File: src/rtl/acc_sequencer_pkg.sv
// Shared definitions for the accumulator sequencer and the ALU placed beside it.
package acc_sequencer_pkg;

  localparam int unsigned DATA_W = 8;
  localparam int unsigned PC_W   = 8;

  // ALU unit select, carried in opcode[7:5].
  typedef enum logic [2:0] {
    UNIT_ADD   = 3'b000,
    UNIT_AND   = 3'b001,
    UNIT_SHIFT = 3'b010,
    UNIT_LOAD  = 3'b011,
    UNIT_OR    = 3'b100,
    UNIT_XOR   = 3'b101,
    UNIT_HALT  = 3'b110,
    UNIT_BNEZ  = 3'b111
  } unit_e;

  // Sequencer control states.
  typedef enum logic [1:0] {
    FETCH_OP  = 2'd0,
    FETCH_ARG = 2'd1,
    EXEC      = 2'd2,
    HALT      = 2'd3
  } state_e;

  // True in the two states that issue a byte fetch.
  function automatic logic is_fetch(state_e s);
    return (s == FETCH_OP) || (s == FETCH_ARG);
  endfunction

endpackage

File: src/rtl/acc_sequencer.sv
// Two-byte instruction sequencer: fetches opcode and operand, drives an
// external ALU with the latched opcode fields and operands, and writes the
// ALU result back into the accumulator (or branches / halts).
//
// Fetch handshake: mem_req_out is a level request that stays high, with
// mem_addr_out stable, until a cycle where mem_ack_in=1; that cycle's
// mem_rdata_in is consumed on the same rising edge. mem_ack_in is ignored
// whenever no request is outstanding.
module acc_sequencer
  import acc_sequencer_pkg::*;
#(
  parameter logic [PC_W-1:0] RESET_PC = 8'h00
) (
  input  logic              clk_in,
  input  logic              rst_in,
  output logic              mem_req_out,
  output logic [PC_W-1:0]   mem_addr_out,
  input  logic              mem_ack_in,
  input  logic [DATA_W-1:0] mem_rdata_in,
  output logic [2:0]        unit_sel_out,
  output logic              op_sel_out,
  output logic [DATA_W-1:0] acc_out,
  output logic [DATA_W-1:0] src_out,
  input  logic [DATA_W-1:0] alu_res_in,
  output logic              halted_out,
  output state_e            state_out
);

  state_e            state_q, state_d;
  logic [PC_W-1:0]   pc_q, pc_d;
  logic [DATA_W-1:0] acc_q, acc_d;
  logic [DATA_W-1:0] src_q, src_d;
  // Only opcode[7:4] carries meaning; the low nibble is never stored.
  logic [3:0]        opc_q, opc_d;
  unit_e             unit;

  assign unit = unit_e'(opc_q[3:1]);

  // State and datapath registers; reset wins over any ack or execute.
  always_ff @(posedge clk_in) begin
    if (rst_in) begin
      state_q <= FETCH_OP;
      pc_q    <= RESET_PC;
      acc_q   <= '0;
      src_q   <= '0;
      opc_q   <= '0;
    end else begin
      state_q <= state_d;
      pc_q    <= pc_d;
      acc_q   <= acc_d;
      src_q   <= src_d;
      opc_q   <= opc_d;
    end
  end

  // Next-state and datapath update; everything holds unless a rule fires.
  always_comb begin
    state_d = state_q;
    pc_d    = pc_q;
    acc_d   = acc_q;
    src_d   = src_q;
    opc_d   = opc_q;
    case (state_q)
      FETCH_OP: begin
        if (mem_ack_in) begin
          opc_d   = mem_rdata_in[7:4];
          pc_d    = pc_q + 8'd1;
          state_d = FETCH_ARG;
        end
      end
      FETCH_ARG: begin
        if (mem_ack_in) begin
          src_d   = mem_rdata_in;
          pc_d    = pc_q + 8'd1;
          state_d = EXEC;
        end
      end
      EXEC: begin
        case (unit)
          UNIT_HALT: begin
            state_d = HALT;
          end
          UNIT_BNEZ: begin
            if (acc_q != '0) pc_d = src_q;
            state_d = FETCH_OP;
          end
          default: begin
            acc_d   = alu_res_in;
            state_d = FETCH_OP;
          end
        endcase
      end
      HALT: begin
        state_d = HALT;
      end
      default: begin
        state_d = FETCH_OP;
      end
    endcase
  end

  // Request is gated by reset so nothing is fetched while reset is held.
  assign mem_req_out  = is_fetch(state_q) && !rst_in;
  assign mem_addr_out = pc_q;
  assign unit_sel_out = opc_q[3:1];
  assign op_sel_out   = opc_q[0];
  assign acc_out      = acc_q;
  assign src_out      = src_q;
  assign halted_out   = (state_q == HALT);
  assign state_out    = state_q;

endmodule

File: config.mk
export PLATFORM = sky130hd
export DESIGN_NAME = acc_sequencer
export DESIGN_NICKNAME = d
export VERILOG_FILES = /design/src/rtl/acc_sequencer_pkg.sv /design/src/rtl/acc_sequencer.sv
export SDC_FILE = /design/constraint.sdc
export NUM_CORES = 1
export LEC_CHECK = 0
export ABC_AREA = 1
export BUFFER_PORTS_ARGS = -buffer_cell sky130_fd_sc_hd__buf_2
export CELL_PAD_IN_SITES_DETAIL_PLACEMENT = 0
export CELL_PAD_IN_SITES_GLOBAL_PLACEMENT = 2
export CORE_ASPECT_RATIO = 0.5
export CORE_MARGIN = 4
export CORE_UTILIZATION = 26
export DETAILED_ROUTE_END_ITERATION = 8
export GPL_ROUTABILITY_DRIVEN = 0
export PLACE_DENSITY = 0.86
export SKIP_CTS_REPAIR_TIMING = 1
export SYNTH_ARGS = -nofsm -noshare
export SYNTH_HDL_FRONTEND = slang
export SYNTH_SLANG_ARGS = --single-unit
File: constraint.sdc
create_clock -name clk_in -period 1.37 [get_ports clk_in]
set_clock_uncertainty 0.05 [all_clocks]
set_input_delay 0.0685 -clock clk_in [delete_from_list [all_inputs] [get_ports clk_in]]
set_output_delay 0.0685 -clock clk_in [all_outputs]
set_load 0.01 [all_outputs]
==> results.sh <==
export IMPL_status="finished with violations"
export IMPL_violations="hold timing"
export IMPL_ant_nets=0
export IMPL_intPower_mw=1.82
export IMPL_dp_hpwl_mm=3.00
export IMPL_power_density_nw_per_um2=1240
export IMPL_tightestPinTransition_ps=276
export IMPL_reg2reg_slack_ps=100
export IMPL_first_global_vias=1375
export IMPL_dr_pass1_iters=4
export IMPL_drv_cap=0
export IMPL_crit_path_end="mem_addr_out[0]$_SDFFE_PP0P_"
export IMPL_cts_root_buf="clkbuf_16"
export IMPL_clockBufferDepth=2
export IMPL_finalHoldViolCount=2
export IMPL_fill_cells=580
export IMPL_vias=1468
export IMPL_cts_buffers_inserted=5
export IMPL_grt_start_max_net_pins=21
export IMPL_die_h_um=61.2
export IMPL_synth_top_cell_by_area="dfxtp_1"
export IMPL_ys_top_cells_by_area="dfxtp_1 41%, nor2_1 13%, nand2_1 11%"
export IMPL_post_route_drc_count=0
export IMPL_gr_usage_all_layers_pct=11.8
export IMPL_cp_data_required_time_ps=1530
export IMPL_multi_input_area_um2=766
export IMPL_worstSetupPathType="reg -> reg"
export IMPL_ys_ff_latch=30
export IMPL_end_kind="register"
export IMPL_wl_mm=3.93
export IMPL_start_util_pct=26.8
export IMPL_antenna_found_initial=0
export IMPL_r2r_start="acc_out[6]$_SDFFE_PP0P_"
export IMPL_p_sw_mw=0.654
export IMPL_post_drt_wl_per_cell_um=11.5
export IMPL_synth_async_sr_flop_share_pct=0
export IMPL_maxSlewViolCount=0
export IMPL_grt_pass1_wl_mm=6.44
export IMPL_fp_row_count=19
export IMPL_clock_latency_ps=270
export IMPL_syn_area_per_cell_um2=6.98
export IMPL_coreArea_um2=5490
export IMPL_nNetsFinal=287
export IMPL_rsz0062_at_grt="false"
export IMPL_antennaDiodeCount=0
export IMPL_slew_headroom_pct=81.5
export IMPL_combPwrFrac_pct=16.5
export IMPL_layout_common_cells="50 x buf_2, 42 x nand2_1, 41 x nor2_1"
export IMPL_setup_ws_ps=102
export IMPL_clkSinkCount=30
export IMPL_crit_arrival_ps=1420
export IMPL_synth_top_area_share_pct=40.8
export IMPL_path_clk_slew_ps=50
export IMPL_fp_dieW_um=114
export IMPL_cp_start_kind="register"
export IMPL_grt_ovfl_total=0
export IMPL_die_area_um2=7010
export IMPL_portBuffers=50
export IMPL_ys_seq_area_share_pct=40.8
export IMPL_leakage_nw=0.999
export IMPL_hold_slack_ps=-6.65
export IMPL_fin_crit_ps=1270
export IMPL_syn_num_nets=231
export IMPL_worstReg2RegEnd="mem_addr_out[0]$_SDFFE_PP0P_"
export IMPL_finalSetupViolCount=0
export IMPL_dpl_cell_area_um2=1800
export IMPL_sequentialPowerShare_pct=39.9
export IMPL_cts_tree="built"
export IMPL_fin_area_um2=2000
export IMPL_tns_ps=0
export IMPL_min_period_over_period_pct=92.6
export IMPL_final_common_cell="buf_2"
export IMPL_crit_start="acc_out[6]$_SDFFE_PP0P_"
export IMPL_p_clk_share_pct=43.6
export IMPL_cp_max_fo=8
export IMPL_synth_ff_type="dfxtp_1"
export IMPL_syn_area_um2=1470
export IMPL_synth_edff_count=0
export IMPL_drt_initial_drc_count=67
export IMPL_layout_drive_gt1_share_pct=34.0
export IMPL_switching_share_pct=26.4
export IMPL_synth_warnings=0
export IMPL_r2r_cells=6
export IMPL_clock_fmax_ghz=0.789
export IMPL_ioPinCount=51
export IMPL_regArea_um2=608
export IMPL_ir_worst_vdd_uv=444
export IMPL_viasPerCell=4.30
export IMPL_syn2layout_area_growth_pct=35.8
export IMPL_worstHoldPathType="in -> reg"
export IMPL_place_ws_ps=89.9
export IMPL_netlist_instances=211
export IMPL_h_tree_depth=2
export IMPL_ys_types=26
-- Yosys cell counts, types with 2 or more instances --
master and number:
nor2_1 50, nand2_1 42, dfxtp_1 30, o21ai_0 22, inv_1 16, nand3_1 16
a21oi_1 9, buf_6 3, nand2_4 3, buf_2 2, inv_2 2, nand3b_1 2
-- layer usage --
layer	wire [um]	vias to the layer above	track usage (%)
li1	-	783	-
met3	182	6	3.43
met4	53	0	4.57
met1	1910	654	14.9
met2	1790	25	19.6
met5	0	-	0
-- worst min path at each step --
stage / start / end / cells after the start
3_5_place_dp: alu_res_in[2] / acc_out[2]$_SDFFE_PP0P_ / 3
2_1_floorplan: mem_rdata_in[4] / opc_q[0]$_SDFFE_PP0P_ / 2
3_3_place_gp: alu_res_in[3] / acc_out[3]$_SDFFE_PP0P_ / 3
5_1_grt: alu_res_in[4] / acc_out[4]$_SDFFE_PP0P_ / 3
4_1_cts: alu_res_in[2] / acc_out[2]$_SDFFE_PP0P_ / 3
6_report: alu_res_in[2] / acc_out[2]$_SDFFE_PP0P_ / 3
-- cells by family after synthesis --
group	count (synthesis)	share of synthesized area [%]
adder cells (fa/ha/maj)	1	0.849
buffers and inverters	27	9.09
flip-flops	30	40.8
AND/OR/NAND/NOR	117	35.1
AO/OA/AOI/OAI	36	14.2
-- registers in the layout, indices dropped and copies added, names as in the netlist --
name	count
src_out	8
opc_q	4
state_out	2
acc_out	8
mem_addr_out	8
-- cell type report --
type	instances	area share, %
Multi-Input combinational cell	154	38.3
Sequential cell	30	30.4
Timing Repair Buffer	56	15.4
Clock buffer	7	7.13
Tap cell	73	4.57
Inverter	20	3.94
Clock inverter	1	0.250
-- power by group through the flow --
stage          sequential, mW  combinational [mW]  clock, mW
2_1_floorplan            1.02               0.230          0
3_3_place_gp            0.998               0.392          0
3_5_place_dp             1.00               0.393          0
4_1_cts                 0.984               0.395       1.11
5_1_grt                 0.998               0.465       1.14
6_report                0.988               0.407       1.08
-- metrics by stage --
stage,utilization [%],power (mW),cells
3_3_place_gp,32.7,1.39,332
2_1_floorplan,-,1.25,211
3_5_place_dp,32.7,1.39,332
6_report,36.4,2.48,341
4_1_cts,35.4,2.49,340
5_1_grt,36.4,2.61,341
-- worst max-delay path, cell delays in order, from the launching register on --
cell and delay [ps]:
dfxtp_2 330, nor2_4 110, nand4_1 190, a21oi_4 220
buf_12 140, nor2_1 40, nor2_1 110
Power figures use the tool's default switching activity.
